==> src/rtl/stage_skid_buf.sv <==
// Two-entry skid buffer (main + skid) with synchronous flush and saturating flush-drop counter.
// Latency: one cycle from accept into an empty buffer to out_valid.
// Backpressure: in_ready decoded from registered state only (low when FULL); no path from out_ready.
module stage_skid_buf #(
  parameter int WIDTH = 32
) (
  input  logic             clk,
  input  logic             rst,
  input  logic             in_valid,
  output logic             in_ready,
  input  logic [WIDTH-1:0] in_data,
  output logic             out_valid,
  input  logic             out_ready,
  output logic [WIDTH-1:0] out_data,
  input  logic             flush,
  output logic [1:0]       occupancy,
  output logic [15:0]      drop_cnt
);

  typedef enum logic [1:0] {
    EMPTY = 2'd0,
    ONE   = 2'd1,
    FULL  = 2'd2
  } state_t;

  state_t           state_q, state_d;
  logic [WIDTH-1:0] main_q, main_d;
  logic [WIDTH-1:0] skid_q, skid_d;
  logic [15:0]      drop_q, drop_d;
  logic [16:0]      drop_sum;
  logic             accept, pop;

  // Handshake outputs come straight from the state register; the state code doubles as occupancy.
  assign in_ready  = (state_q != FULL);
  assign out_valid = (state_q != EMPTY);
  assign occupancy = state_q;
  assign out_data  = main_q;
  assign drop_cnt  = drop_q;

  assign accept = in_valid & in_ready;
  assign pop    = out_valid & out_ready;

  // Flush adds the pre-flush occupancy to the drop counter, clamping at all-ones.
  assign drop_sum = {1'b0, drop_q} + {15'd0, occupancy};
  assign drop_d   = drop_sum[16] ? 16'hFFFF : drop_sum[15:0];

  // Next-state and datapath steering; flush overrides any same-cycle accept or pop.
  always_comb begin
    state_d = state_q;
    main_d  = main_q;
    skid_d  = skid_q;
    if (flush) begin
      state_d = EMPTY;
      main_d  = '0;
      skid_d  = '0;
    end else begin
      case (state_q)
        EMPTY: begin
          if (accept) begin
            state_d = ONE;
            main_d  = in_data;
          end
        end
        ONE: begin
          if (accept && pop) begin
            main_d = in_data;
          end else if (accept) begin
            state_d = FULL;
            skid_d  = in_data;
          end else if (pop) begin
            state_d = EMPTY;
          end
        end
        FULL: begin
          // Input is ignored here: in_ready is low so nothing can be accepted.
          if (pop) begin
            state_d = ONE;
            main_d  = skid_q;
          end
        end
        default: begin
          state_d = EMPTY;
        end
      endcase
    end
  end

  // State, payload and drop-counter registers; reset discards entries without counting them.
  always_ff @(posedge clk or posedge rst) begin
    if (rst) begin
      state_q <= EMPTY;
      main_q  <= '0;
      skid_q  <= '0;
      drop_q  <= '0;
    end else begin
      state_q <= state_d;
      main_q  <= main_d;
      skid_q  <= skid_d;
      if (flush) begin
        drop_q <= drop_d;
      end
    end
  end

endmodule

==> config.mk <==
export PLATFORM = sky130hd
export DESIGN_NAME = stage_skid_buf
export DESIGN_NICKNAME = d
export VERILOG_FILES = /design/src/rtl/stage_skid_buf.sv
export SDC_FILE = /design/constraint.sdc
export NUM_CORES = 1
export LEC_CHECK = 0
export ABC_AREA = 1
export BUFFER_PORTS_ARGS = -buffer_cell sky130_fd_sc_hd__buf_2
export CORE_MARGIN = 1
export CORE_UTILIZATION = 40
export DETAILED_ROUTE_END_ITERATION = 16
export GPL_ROUTABILITY_DRIVEN = 0
export GPL_TIMING_DRIVEN = 0
export PLACE_DENSITY = 0.59
export SYNTH_ARGS = -nofsm -noshare
export SYNTH_HDL_FRONTEND = slang
export SYNTH_SLANG_ARGS = --single-unit
==> constraint.sdc <==
create_clock -name clk -period 4.1 [get_ports clk]
set_clock_uncertainty 0.2 [all_clocks]
set_input_delay 0.41 -clock clk [delete_from_list [all_inputs] [get_ports clk]]
set_output_delay 0.41 -clock clk [all_outputs]
set_load 0.03 [all_outputs]
After elaboration in Yosys (flattened, before gate mapping)
Cells that the tools add are included.
W data, S select, Z words.
{ "word_totals": {"ramBits": 0, "latch_bits": 0, "reg_bits": 82, "word_cells": 41, "memories": 0, "mem_bits_ro": 0, "output_inout_bits": 52} }
{ "classes": {"shifts": 0, "n_reduce_logical": 9, "add_sub_neg": 1, "div": 0, "order_cmp": 0, "mul": 0, "eq_ne": 9, "muxes": 16, "n_bitwise": 2} }
{ "op_table": {"columns": ["cell", "count"], "rows": [
  ["$mux W32", 7],
  ["$pmux W32 S3", 1],
  ["$add A16 B2 Y17", 1],
  ["$mux W16", 1],
  ["$mux W2", 6],
  ["$ne A3 B3 Y1 const B", 4],
  ["$reduce_and A4 Y1", 2],
  ["$pmux W2 S3", 1],
  ["$reduce_bool A2 Y1", 3],
  ["$ne A2 B2 Y1 const B", 2],
  ["$ne A4 B4 Y1 const B", 1],
  ["$reduce_bool A4 Y1", 1],
  ["$reduce_and A3 Y1", 1],
  ["$and A1 B1 Y1", 2],
  ["$eq A2 B1 Y1 const B", 1],
  ["$eq A2 B2 Y1 const B", 1],
  ["$logic_not A2 Y1", 1],
  ["$logic_and A1 B1 Y1", 1]
]} }

Longest topological paths before layout
Gate-level depths: netlist of run 1.
{ "logic_depth": {"depth_word": 7, "ltp_mapped": 10, "ltp_nobuf": 10} }

Least setup slack after synthesis of run 1
No wires, ideal clock.
{ "synth_timing": {"path_type": "flip-flop to flip-flop", "from": "reg state_q[1], in the netlist occupancy[1]", "to": "reg drop_q[9], in the netlist drop_cnt[9]", "required_ns": 3.831, "slack_ns": 1.846, "n_path_buf": 2, "stages_incl_launch_ff": 10, "arrival_time_ns": 1.985, "path_cell_list": "dfrtp_1 buf_2 inv_2 fa_1 inv_1 nand3_2 nor2_4 nand4_2 buf_6 nand3_1"} }
{ "synth_via": {"elab_chain_cells": 2} }
{ "synth_rtl": {"columns": ["element", "line_no", "source"], "rows": [
  ["start, declared", "26", "state_t state_q, state_d;"],
  ["start signal, assigned", "96", "state_q <= state_d;"],
  ["$add A16 B2 Y17", "44", "assign drop_sum = {1'b0, drop_q} + {15'd0, occupancy};"],
  ["$mux W16", "45", "assign drop_d = drop_sum[16] ? 16'hFFFF : drop_sum[15:0];"],
  ["end signal, assigned", "100", "drop_q <= drop_d;"],
  ["end, declared", "29", "logic [15:0] drop_q, drop_d;"]
]} }
Every way passes these cells.
A chain may end at the register's enable or synchronous reset.

Worst setup path after layout of run 1
{ "layout_timing": {"from": "reg state_q[1], in the netlist occupancy[1]", "to": "reg drop_q[11], in the netlist drop_cnt[11]"} }
The elaborated chain is that of the path after synthesis.

==> results.toml, run 1 <==
[finish]
drive_above_1_share_pct = 28.38
area_growth_pct = 20.70
design_area_um2 = 4938
n_antenna_cell = 0
final_nets = 627

[clock_tree]
cts_setup_buffers = 0
cts_resized = 0
cts_root_buf = "clkbuf_8"
cts_tree = "done"
clock_sinks = 82
cts_made_buffers = 9
clockBufferDepth = 2
cts_hold_buffers = 1
path_clk_slew_ns = 0.10
htree_num_levels = 3
insertion_delay_ns = 0.36

[floorplanning]
die_height_um = 103.1
initial_core_util_pct = 41.48
num_io_pins = 89
core_um2 = 9864
die_w_um = 103.1
dieArea_um2 = 10640
num_rows = 36

[sta]
final_hold_viol_count = 0
setup_violations = 0
setup-tns-final_ns = 0
rsz0062_at_grt = "no"
fmax_mhz = 424.5
maxSlewHeadroom_pct = 65.20
slew_viol_final = 0
tightest_slew_ns = 0.5220
min_period_ns = 2.356
fin_crit_sh_pct = 57.45

[grt]
grt_pass1_wl_um = 16050
grt_pass1_vias = 3355
gr-usage-all-layers_pct = 19.78
grt_max_degree = 58
grt_overflow = 0
antenna_found_initial = 0

[job]
maxCapViolCount = 0

[place]
io_buffer_count = 88
hpwlAfterDp_um = 6951
place_area_um2 = 4728

[power_and_ir_drop]
peakVddDrop_mv = 0.2097
power.leakage_nw = 2.514
power.density_nw_per_um2 = 458.5

[synthesis]
postSynthAreaPerCell_um2 = 8.419
ys_ff_latch = 82
netlist_instances = 486
netlist_area_um2 = 4091
synth_warnings = 0
ys_seq_area_share_pct = 50.15
synth.distinct_cells = 30
syn_nets = 526

[outcome]
status = "completed"

[detailed_routing]
firstDrtPassIters = 4
drt_iter0_markers = 184
wirelength_um = 9931
antenna_left = 0
vias = 3539
wire_per_inst_um = 13.70
drc = 0
vias_per_cell = 4.881

[worst_setup_path]
critPathLaunchType = "flop"
path_max_fanout = 10
required_ns = 4.18
path_class = "reg2reg"
end_kind = "flop"
cp.arrival_ns = 2.44

[min_path]
hp-class = "in2reg"
path summary, 6_finish.rpt:
kind	cells after the start	to	startpoint	slack, ns
min reg2reg	2	out_data[3]	out_data[3]	0.28
min in group asynchronous	3	drop_cnt[2]	rst	0.38
max	9	drop_cnt[11]	occupancy[1]	1.74
min	3	skid_q[22]	in_data[22]	0.11
max reg2reg	9	drop_cnt[11]	occupancy[1]	1.74
max in group asynchronous	4	out_data[16]	rst	2.71
per-layer routing:
metal / global-route usage (%) / vias up / routed length, um
met3: 3.390 / 14 / 412
met1: 26.21 / 1650 / 4804
li1: - / 1787 / -
met2: 32.56 / 88 / 4552
met5: 0 / - / 0
met4: 7.367 / 0 / 162
cells in the mapped netlist, drive strengths merged:
| cell type | count | share of area (%) |
|---|---|---|
| nand3b | 3 | 0.55 |
| buf | 18 | 3.4 |
| nor3 | 1 | 0.12 |
| o21ai | 106 | 16 |
| ha | 2 | 0.61 |
| dfrtp | 82 | 50 |
| nor2 | 24 | 2.5 |
| or2 | 2 | 0.31 |
| a21oi | 36 | 4.4 |
| inv | 60 | 5.5 |
| nand4 | 7 | 1.6 |
| nand3 | 23 | 3.2 |
| nand2 | 112 | 10 |
| xnor2 | 1 | 0.21 |
| o21bai | 1 | 0.18 |
| fa | 1 | 0.49 |
| clkbuf | 7 | 0.64 |
report_power, final:
group	leakage, nW	internal, mW	switching [mW]
combinational	1.33	0.207	0.457
clock	0.0962	0.286	0.320
sequential	1.08	0.917	0.0772
area by class of cell:
cell class	count	area, um2
multi-input combinational	319	1649
tap	133	166.4
fill	950	4926
clock inverter	7	76.32
inverter	60	227.7
sequential	82	2052
clock buffer	9	123.9
timing repair buffer	90	478.0
buffer	25	165.2
stage by stage:
stage	cells	hold WS, ns	utilization [%]	power (mW)	setup slack, ns
finish	725	0.1054	50.06	2.265	1.744
detailed placement	708	0.2226	47.93	1.680	1.769
global placement	707	0.2610	47.63	1.666	0.2532
floorplan	486	0.2479	-	1.476	1.382
CTS	725	0.09383	50.06	2.292	1.728
global route	725	0.1055	50.06	2.398	1.561
cell families (layout without fill, tap and decap cells):
| logic type | count (synthesis) | in the layout | share of synthesized area (%) |
|---|---|---|---|
| xor gates and xnor gates | 1 | 1 | 0.2141 |
| adders and majority gates | 3 | 3 | 1.101 |
| DFF | 82 | 82 | 50.15 |
| and+or+nand+nor | 172 | 172 | 18.78 |
| AOI/OAI and AO/OA | 143 | 143 | 20.21 |
| buffers and inverters | 85 | 191 | 9.541 |
critical path, stage by stage, from the launching register on:
cell	delay (ns)
dfrtp_1	0.39
buf_2	0.23
inv_2	0.08
fa_1	0.42
inv_1	0.09
nand3_2	0.12
nor2_4	0.23
nand4_2	0.22
buf_6	0.22
nand3_1	0.08
placed cells by master, fill, tap and decap left out, types with 3 or more instances in the layout:
master	instances
nor2_1	21
buf_2	94
inv_1	55
clkbuf_1	7
nand2_1	109
nand2_2	3
nand4_1	5
clkbuf_8	9
o21ai_2	29
nand3b_1	3
o21ai_0	43
buf_4	7
nand3_1	21
dfrtp_1	82
o21ai_1	34
buf_6	5
inv_2	4
a21oi_1	36
state kept, by name, summed over array words and instances, names as in the netlist:
register	cells
out_data	32
skid_q	32
drop_cnt	16
occupancy	2
Note: power is estimated with default switching activity, not from simulation.
==> run 2: changes to the inputs <==
Settings changed: PLACE_DENSITY 0.59 to 0.61.
Clock period 4.1 ns to 2 ns, I/O delays scaled along.
==> run 2 against run 1 <==
Against the previous run: the flow now finishes with violations (setup timing); die area unchanged; flip-flop and latch count unchanged; global-route usage up 0.36 points; wire length up 4.4%; first-iteration DRC count down 16%; worst setup slack worse by 1.8 ns; largest cell class unchanged.
==> results.toml, run 2 (synthesized netlist as in run 1, its figures left out) <==
[outcome]
status = "finished, violations left"
violations = "setup timing"

[worst_setup_path]
critPathLaunchType = "flop"
path_class = "reg2out"
cp_slowest_cell = "dfrtp_2"
rr_startpoint = "occupancy[1]"
cp_top_family = "buffers and inverters"
crit_cells = 6
rr_worst_depth = 9
crit_top_cell = "buf_4"
reg2reg_slack_ns = 0.02
end_kind = "primary output"
r2r-end = "drop_cnt[8]"
max_stage_delay_ns = 0.43
cp.arrival_ns = 1.61
required_ns = 1.60
worstPathCellList = "buf_6, buf_4, buf_4, nor2_1, inv_1, buf_2"
crit_buf_inv = 5
path_max_fanout = 4

[min_path]
holdPathEnd = "skid_q[29]"
whs_path_depth = 3
min_from = "in_valid"
hp-class = "in2reg"

[place]
pre_cts_ws_ns = -0.1327
io_buffer_count = 88
hpwlAfterDp_um = 7008
place_area_um2 = 4786
dp.cells = 709

[clock_tree]
insertion_delay_ns = 0.35
path_clk_slew_ns = 0.09
cts_root_buf = "clkbuf_8"
clockBufferDepth = 2
cts_made_buffers = 9
htree_num_levels = 3
cts_tree = "done"
clock_sinks = 82

[sta]
fmax_mhz = 496.8
setup_violations = 1
tightest_slew_ns = 0.5774
slew_viol_final = 0
maxSlewHeadroom_pct = 61.42
fin_crit_sh_pct = 100.6
whs_ns = 0.02752
final_hold_viol_count = 0
fin_ws_ns = -0.01290
rsz0062_at_grt = "yes"
min_period_ns = 2.013

[detailed_routing]
wirelength_um = 10370
drc = 0
firstDrtPassIters = 6
drt_iter0_markers = 154
wire_per_inst_um = 13.43
vias_per_cell = 4.856
antenna_left = 0
vias = 3749

[finish]
layout_common_cells = "nand2_1, buf_2, dfrtp_1"
n_antenna_cell = 0
design_area_um2 = 5517
drive_above_1_share_pct = 32.39
final_nets = 674
instances_no_fill = 772
area_growth_pct = 34.83
final_common_cell = "nand2_1"
final_util_pct = 55.92

[grt]
grt_max_degree = 34
met1_usage_pct = 26.00
grt_pass1_wl_um = 16470
met3_usage_pct = 3.322
grt_pass1_vias = 3456
gr-usage-all-layers_pct = 20.15
met2_usage_pct = 33.95
antenna_found_initial = 0
top_usage_layer = "met2"
grt_overflow = 0

[floorplanning]
die_w_um = 103.1
dieArea_um2 = 10640
initial_core_util_pct = 41.48
num_rows = 36
num_io_pins = 89
die_height_um = 103.1
core_um2 = 9864

[power_and_ir_drop]
power.leakage_nw = 2.809
peakVddDrop_mv = 0.3888
power.density_nw_per_um2 = 844.4

[job]
maxCapViolCount = 0
==> run 2: worst max path at each step <==
stage                         to    startpoint  slack (ns)
global placement     drop_cnt[9]  occupancy[0]       -0.12
CTS                 drop_cnt[12]  occupancy[1]        0.02
detailed placement   drop_cnt[5]  occupancy[0]       -0.13
finish                 out_valid  occupancy[1]       -0.01
global route         drop_cnt[6]   drop_cnt[0]       -0.08
floorplan            drop_cnt[9]  occupancy[1]       -0.05
==> run 2: metal layers <==
layer  vias to the layer above  part of all wire, %
li1                       1879                    -
met2                        83                   48
met3                        17                  3.6
met5                         -                    0
met4                         0                  1.7
met1                      1770                   46
==> run 2: stage by stage <==
step,setup TNS [ns],total power [mW]
after floorplan,-0.4170,3.058
after global placement,-1.282,3.443
after detailed placement,-1.224,3.478
after CTS,0,4.658
after global routing,-1.249,4.932
final,-0.01290,4.658
==> run 2: repair_timing <==
item | 4_1_cts | 5_1_grt
gates resized for setup | 3 | 24
hold buffers | 33 | 0
endpoints found under the hold margin | 55 | 0
buffers inserted | 8 | 6
cloned | 0 | 1
setup endpoints to repair | 17 | 24
pin swaps | 2 | 5
==> run 2: worst register-to-register path, cell delays in order (launching register included) <==
cell	delay [ns]
dfrtp_2	0.39
buf_6	0.12
inv_4	0.04
fa_2	0.37
inv_2	0.08
nand3_4	0.09
nor2_4	0.17
nand4_4	0.17
clkbuf_16	0.23
nand3_2	0.05
==> run 2: final cells by class <==
type                    instances  area [um2]
inverters                      60       231.5
fillers                       933        4348
repair buffers                138       959.7
clock buffers                   9       123.9
multi-input cells             319        1750
clock inverters                 7       52.55
flip-flops and latches         82        2056
well taps                     133       166.4
plain buffers                  24       176.4
==> run 2: where the power goes <==
part           switching [mW]  internal [mW]  total, mW
Sequential              0.161           1.88       2.04
Combinational           0.986          0.528       1.51
Clock                   0.640          0.460       1.10
Total                    1.79           2.87       4.66
